==> config.mk <==
export PLATFORM = sky130hd
export DESIGN_NAME = encode83_deb
export DESIGN_NICKNAME = d
export VERILOG_FILES = /design/src/rtl/encode83_deb.sv
export SDC_FILE = /design/constraint.sdc
export NUM_CORES = 1
export LEC_CHECK = 0
export CAP_MARGIN = 20
export CORE_MARGIN = 2
export CORE_UTILIZATION = 35
export DETAILED_ROUTE_END_ITERATION = 10
export SLEW_MARGIN = 20
export SYNTH_ARGS = -nofsm -noshare
export SYNTH_HDL_FRONTEND = slang
export SYNTH_SLANG_ARGS = --single-unit
==> constraint.sdc <==
create_clock -name CLK -period 2.05 [get_ports CLK]
set_input_delay 0.41 -clock CLK [delete_from_list [all_inputs] [get_ports CLK]]
set_output_delay 0.41 -clock CLK [all_outputs]
set_load 0.03 [all_outputs]
==> src/rtl/encode83_deb.sv <==
// Debounced 8-to-3 priority encoder for asynchronous switch lines.
// Synchronizes, debounces, then encodes the highest active request line.
module encode83_deb #(
  parameter int DEB_CYCLES = 4
) (
  input  logic       CLK,
  input  logic       RST_N,
  input  logic [7:0] SW,
  output logic [2:0] CODE,
  output logic       VALID,
  output logic       MULTI,
  output logic       NEW,
  output logic [7:0] EVT_CNT
);

  localparam logic [7:0] DEB_Q  = 8'(DEB_CYCLES);
  localparam logic [7:0] DEB_M1 = 8'(DEB_CYCLES - 1);

  logic [7:0] sync1_q, sync2_q;
  logic [7:0] cand_q, cand_d;
  logic [7:0] cnt_q, cnt_d;
  logic [7:0] stb_q, stb_d;
  logic [2:0] code_q, code_d;
  logic       valid_q, valid_d;
  logic       multi_q, multi_d;
  logic       new_q, new_d;
  logic [7:0] evt_q, evt_d;

  function automatic logic [2:0] prio(input logic [7:0] v);
    prio = 3'd0;
    for (int i = 0; i < 8; i++)
      if (v[i]) prio = 3'(i);
  endfunction

  always_comb begin
    cand_d  = cand_q;
    cnt_d   = cnt_q;
    stb_d   = stb_q;
    code_d  = code_q;
    valid_d = valid_q;
    multi_d = multi_q;
    new_d   = 1'b0;
    evt_d   = evt_q;
    if (sync2_q != cand_q) begin
      cand_d = sync2_q;
      cnt_d  = 8'd0;
    end else begin
      if (cnt_q < DEB_Q)
        cnt_d = cnt_q + 8'd1;
      // acceptance fires once; saturated CNT blocks re-acceptance
      if (cnt_q == DEB_M1) begin
        stb_d   = cand_q;
        code_d  = prio(cand_q);
        valid_d = |cand_q;
        multi_d = |(cand_q & (cand_q - 8'd1));
        if (cand_q != stb_q) begin
          new_d = 1'b1;
          evt_d = evt_q + 8'd1;
        end
      end
    end
  end

  always_ff @(posedge CLK) begin
    if (!RST_N) begin
      sync1_q <= '0;
      sync2_q <= '0;
      cand_q  <= '0;
      cnt_q   <= '0;
      stb_q   <= '0;
      code_q  <= '0;
      valid_q <= 1'b0;
      multi_q <= 1'b0;
      new_q   <= 1'b0;
      evt_q   <= '0;
    end else begin
      sync1_q <= SW;
      sync2_q <= sync1_q;
      cand_q  <= cand_d;
      cnt_q   <= cnt_d;
      stb_q   <= stb_d;
      code_q  <= code_d;
      valid_q <= valid_d;
      multi_q <= multi_d;
      new_q   <= new_d;
      evt_q   <= evt_d;
    end
  end

  assign CODE    = code_q;
  assign VALID   = valid_q;
  assign MULTI   = multi_q;
  assign NEW     = new_q;
  assign EVT_CNT = evt_q;

endmodule
==> run metrics <==
status finished with violations; failing checks setup timing; htree depth 2; Clk pwr share 0.377; max-cap violations 0; GRT Total Usage 0.114; RSZ-0062 raised after global routing true; DRT Pass-1 Iters 4; Setup Skew 0.00640 ns; # IOs 24; switching share of power 0.227; cells after synthesis 228; Crit path largest cell delay 0.55 ns; Setup WS post-layout -0.00881 ns; number of global-route vias before repair 1503; Final Hold Fails 0; synth warn 0; Simple-Gate Fraction of Synth Area 0.248; Sink Count 54; initial core utilization 0.367; Worst EP arrival 2.31 ns; GRT Residual Overflow 0; Max Buffers Root-to-Sink 2; Detailed Place HPWL 2.54 mm; cell chain of the critical path nor4_4 -> nand3_2 -> or4_4 -> or4_1 -> a21oi_2; syn_area_per_cell 9.71 sq um; die area 0.00698 sq mm; post-synthesis mux area share 0.0136; FP Rows 28; worst hold margin 0.435 ns; Combinational Power Share 0.069; critical-path maximum fanout 7; CTS Hold Bufs 0; fin nets 270; clk root buf clkbuf_8; initial antenna violation count 0; Net Switching 0.000442 W; Worst-Margin Slew 0.532 ns; Syn Nets 240; CP bufs+invs 0; hold path cells 1; area grow syn2layout 22.6%; fin crit period 2.06 ns; Setup CP Type register to register; Routed WL 3.83 mm; Yosys cell types 36; Startpoint Class register; TritonCTS clock tree yes; Synth Area in Compound Gates 0.0888; pin count of the biggest net entering global routing 38; Slew Viols, Final 0; Detail Route Antenna Nets 0; Vias 1608; Achievable Freq 486 MHz; TritonCTS Buffers 5; crit path capture type register; largest family of logic cells by synthesized area simple AND/OR/NAND/NOR gates; Adder-Cell Fraction of Synth Area 0.0113; Placer Congestion 0.763; Pint 0.00151 W; Die Span X 83.5 um; Die Y 83.5 um; Core Region 0.00603 sq mm; critical path's top delay family simple AND/OR/NAND/NOR gates; number of synthesized register bits 54; register area share after synthesis 0.488; fill cell count 613; layout cells sized above 1 0.166; Mapped Area 0.00221 sq mm; leakage power 0.972 nW; Hold Path Class register to register; final cell count without fillers 334; period utilisation layout 1.00; Port Buf Inserts 23; pwr/cell area 718 mW/mm^2; DRC Markers 0; CP max stage cell or4_4; Initial DRC Count 92; Clock Latency Late Sink 0.31 ns; R2R depth 5; first-pass GRT wire length 6.50 mm; Seq pwr share 0.554; ant diodes 0; Slew headroom 0.643; Final Setup Violations 1; Worst-path clk slew 0.10 ns; post-synthesis xor/xnor area fraction 0.0842; Stages on worst setup path 5; drt via density 4.81; worst ir drop on vdd 0.000397 V; WL per Instance 11.5 um; WP data required 2.30 ns; Placed Instances 323
cells by family after synthesis:
logic type | count (synthesis)
xor+xnor | 17
buf+inv | 22
compound gates | 32
fa+ha+maj | 2
flops | 54
mux | 3
simple gates | 98
per-stage QoR:
stage	util	total power, W	setup TNS (ns)	setup WS (ns)	instance area [sq um]
after floorplan	-	0.00119	0	0.0159	2210
after global placement	0.422	0.00123	0	0.0759	2540
after detailed placement	0.422	0.00124	0	0.0250	2540
after CTS	0.441	0.00198	0	0.00469	2660
after global routing	0.450	0.00204	-0.338	-0.0838	2710
final	0.450	0.00195	-0.00881	-0.00881	2710
area by class of cell:
class | count | area [sq um] | share of cell area
Timing Repair Buffer | 39 | 375 | 0.138
Sequential cell | 54 | 1080 | 0.399
Multi-Input combinational cell | 153 | 1030 | 0.379
Tap cell | 75 | 93.8 | 0.0346
Inverter | 5 | 18.8 | 0.00692
Clock inverter | 3 | 47.5 | 0.0175
Clock buffer | 5 | 68.8 | 0.0254
path summary, 6_finish.rpt:
path / start / endpoint / slack, ns
setup / recovery: cnt_q[4]$_SDFFE_PP0N_ / EVT_CNT[7]$_SDFFE_PN0P_ / -0.009
hold / removal: sync1_q[3]$_SDFF_PN0_ / sync2_q[3]$_SDFF_PN0_ / 0.43
setup reg to reg: cnt_q[4]$_SDFFE_PP0N_ / EVT_CNT[7]$_SDFFE_PN0P_ / -0.009
hold reg to reg: sync1_q[3]$_SDFF_PN0_ / sync2_q[3]$_SDFF_PN0_ / 0.43
sequential cells by signal, summed over array words and instances (netlist names):
name,cells
CODE,3
EVT_CNT,8
MULTI,1
NEW,1
VALID,1
cand_q,8
cnt_q,8
stb_q,8
sync1_q,8
sync2_q,8
cells in the mapped netlist:
master,number,share of area
nand3_1,4,0.0090
nand4_2,1,0.0057
nor3_1,6,0.014
nor4_4,1,0.0096
and2_1,25,0.071
xnor2_2,5,0.037
o221ai_1,1,0.0040
nand2_1,26,0.044
nor4_1,3,0.0085
a311oi_1,1,0.0040
or4_4,1,0.0051
clkinv_1,1,0.0017
a21oi_1,19,0.043
nor2_1,13,0.022
dfxtp_1,54,0.49
or4_1,5,0.017
nor4_2,1,0.0057
o31ai_1,5,0.017
nor4b_1,1,0.0040
mux2i_1,3,0.014
clkbuf_1,8,0.014
a211oi_1,2,0.0068
inv_1,4,0.0068
buf_6,8,0.041
nand3_2,1,0.0045
ha_1,2,0.011
nand2b_1,2,0.0057
o211a_1,1,0.0045
o21ai_0,1,0.0023
a2111oi_0,1,0.0040
o21bai_1,1,0.0034
and3_1,5,0.014
xnor2_1,11,0.044
xor2_1,1,0.0040
nand4_1,3,0.0085
buf_4,1,0.0034
layer usage:
layer	part of all wire	track usage	wire length, um
met4	0.0091	0.0484	35
met5	0	0	0
met3	0.038	0.0336	146
met2	0.44	0.179	1700
met1	0.51	0.145	1950
layout by cell type (no fill, tap or decap), drive strengths merged, types with 6 or more instances in the layout:
master / n
nand2: 26
inv: 6
or4: 7
and2: 25
nor3: 6
buf: 16
xnor2: 16
clkdlybuf4s50: 23
a21oi: 19
dfxtp: 54
nor2: 13
power groups by stage:
stage / sequential (W) / combinational [W] / clock [W]
after floorplan: 0.00110 / 0.0000920 / 0
after global placement: 0.00110 / 0.000129 / 0
after detailed placement: 0.00111 / 0.000130 / 0
after CTS: 0.00108 / 0.000130 / 0.000766
after global routing: 0.00108 / 0.000150 / 0.000804
final: 0.00108 / 0.000135 / 0.000734
timing repair:
item,4_1_cts,5_1_grt
buffers inserted,0,2
endpoints found under the setup margin,0,7
resized for setup,0,9
Power figures use the tool's default switching activity.
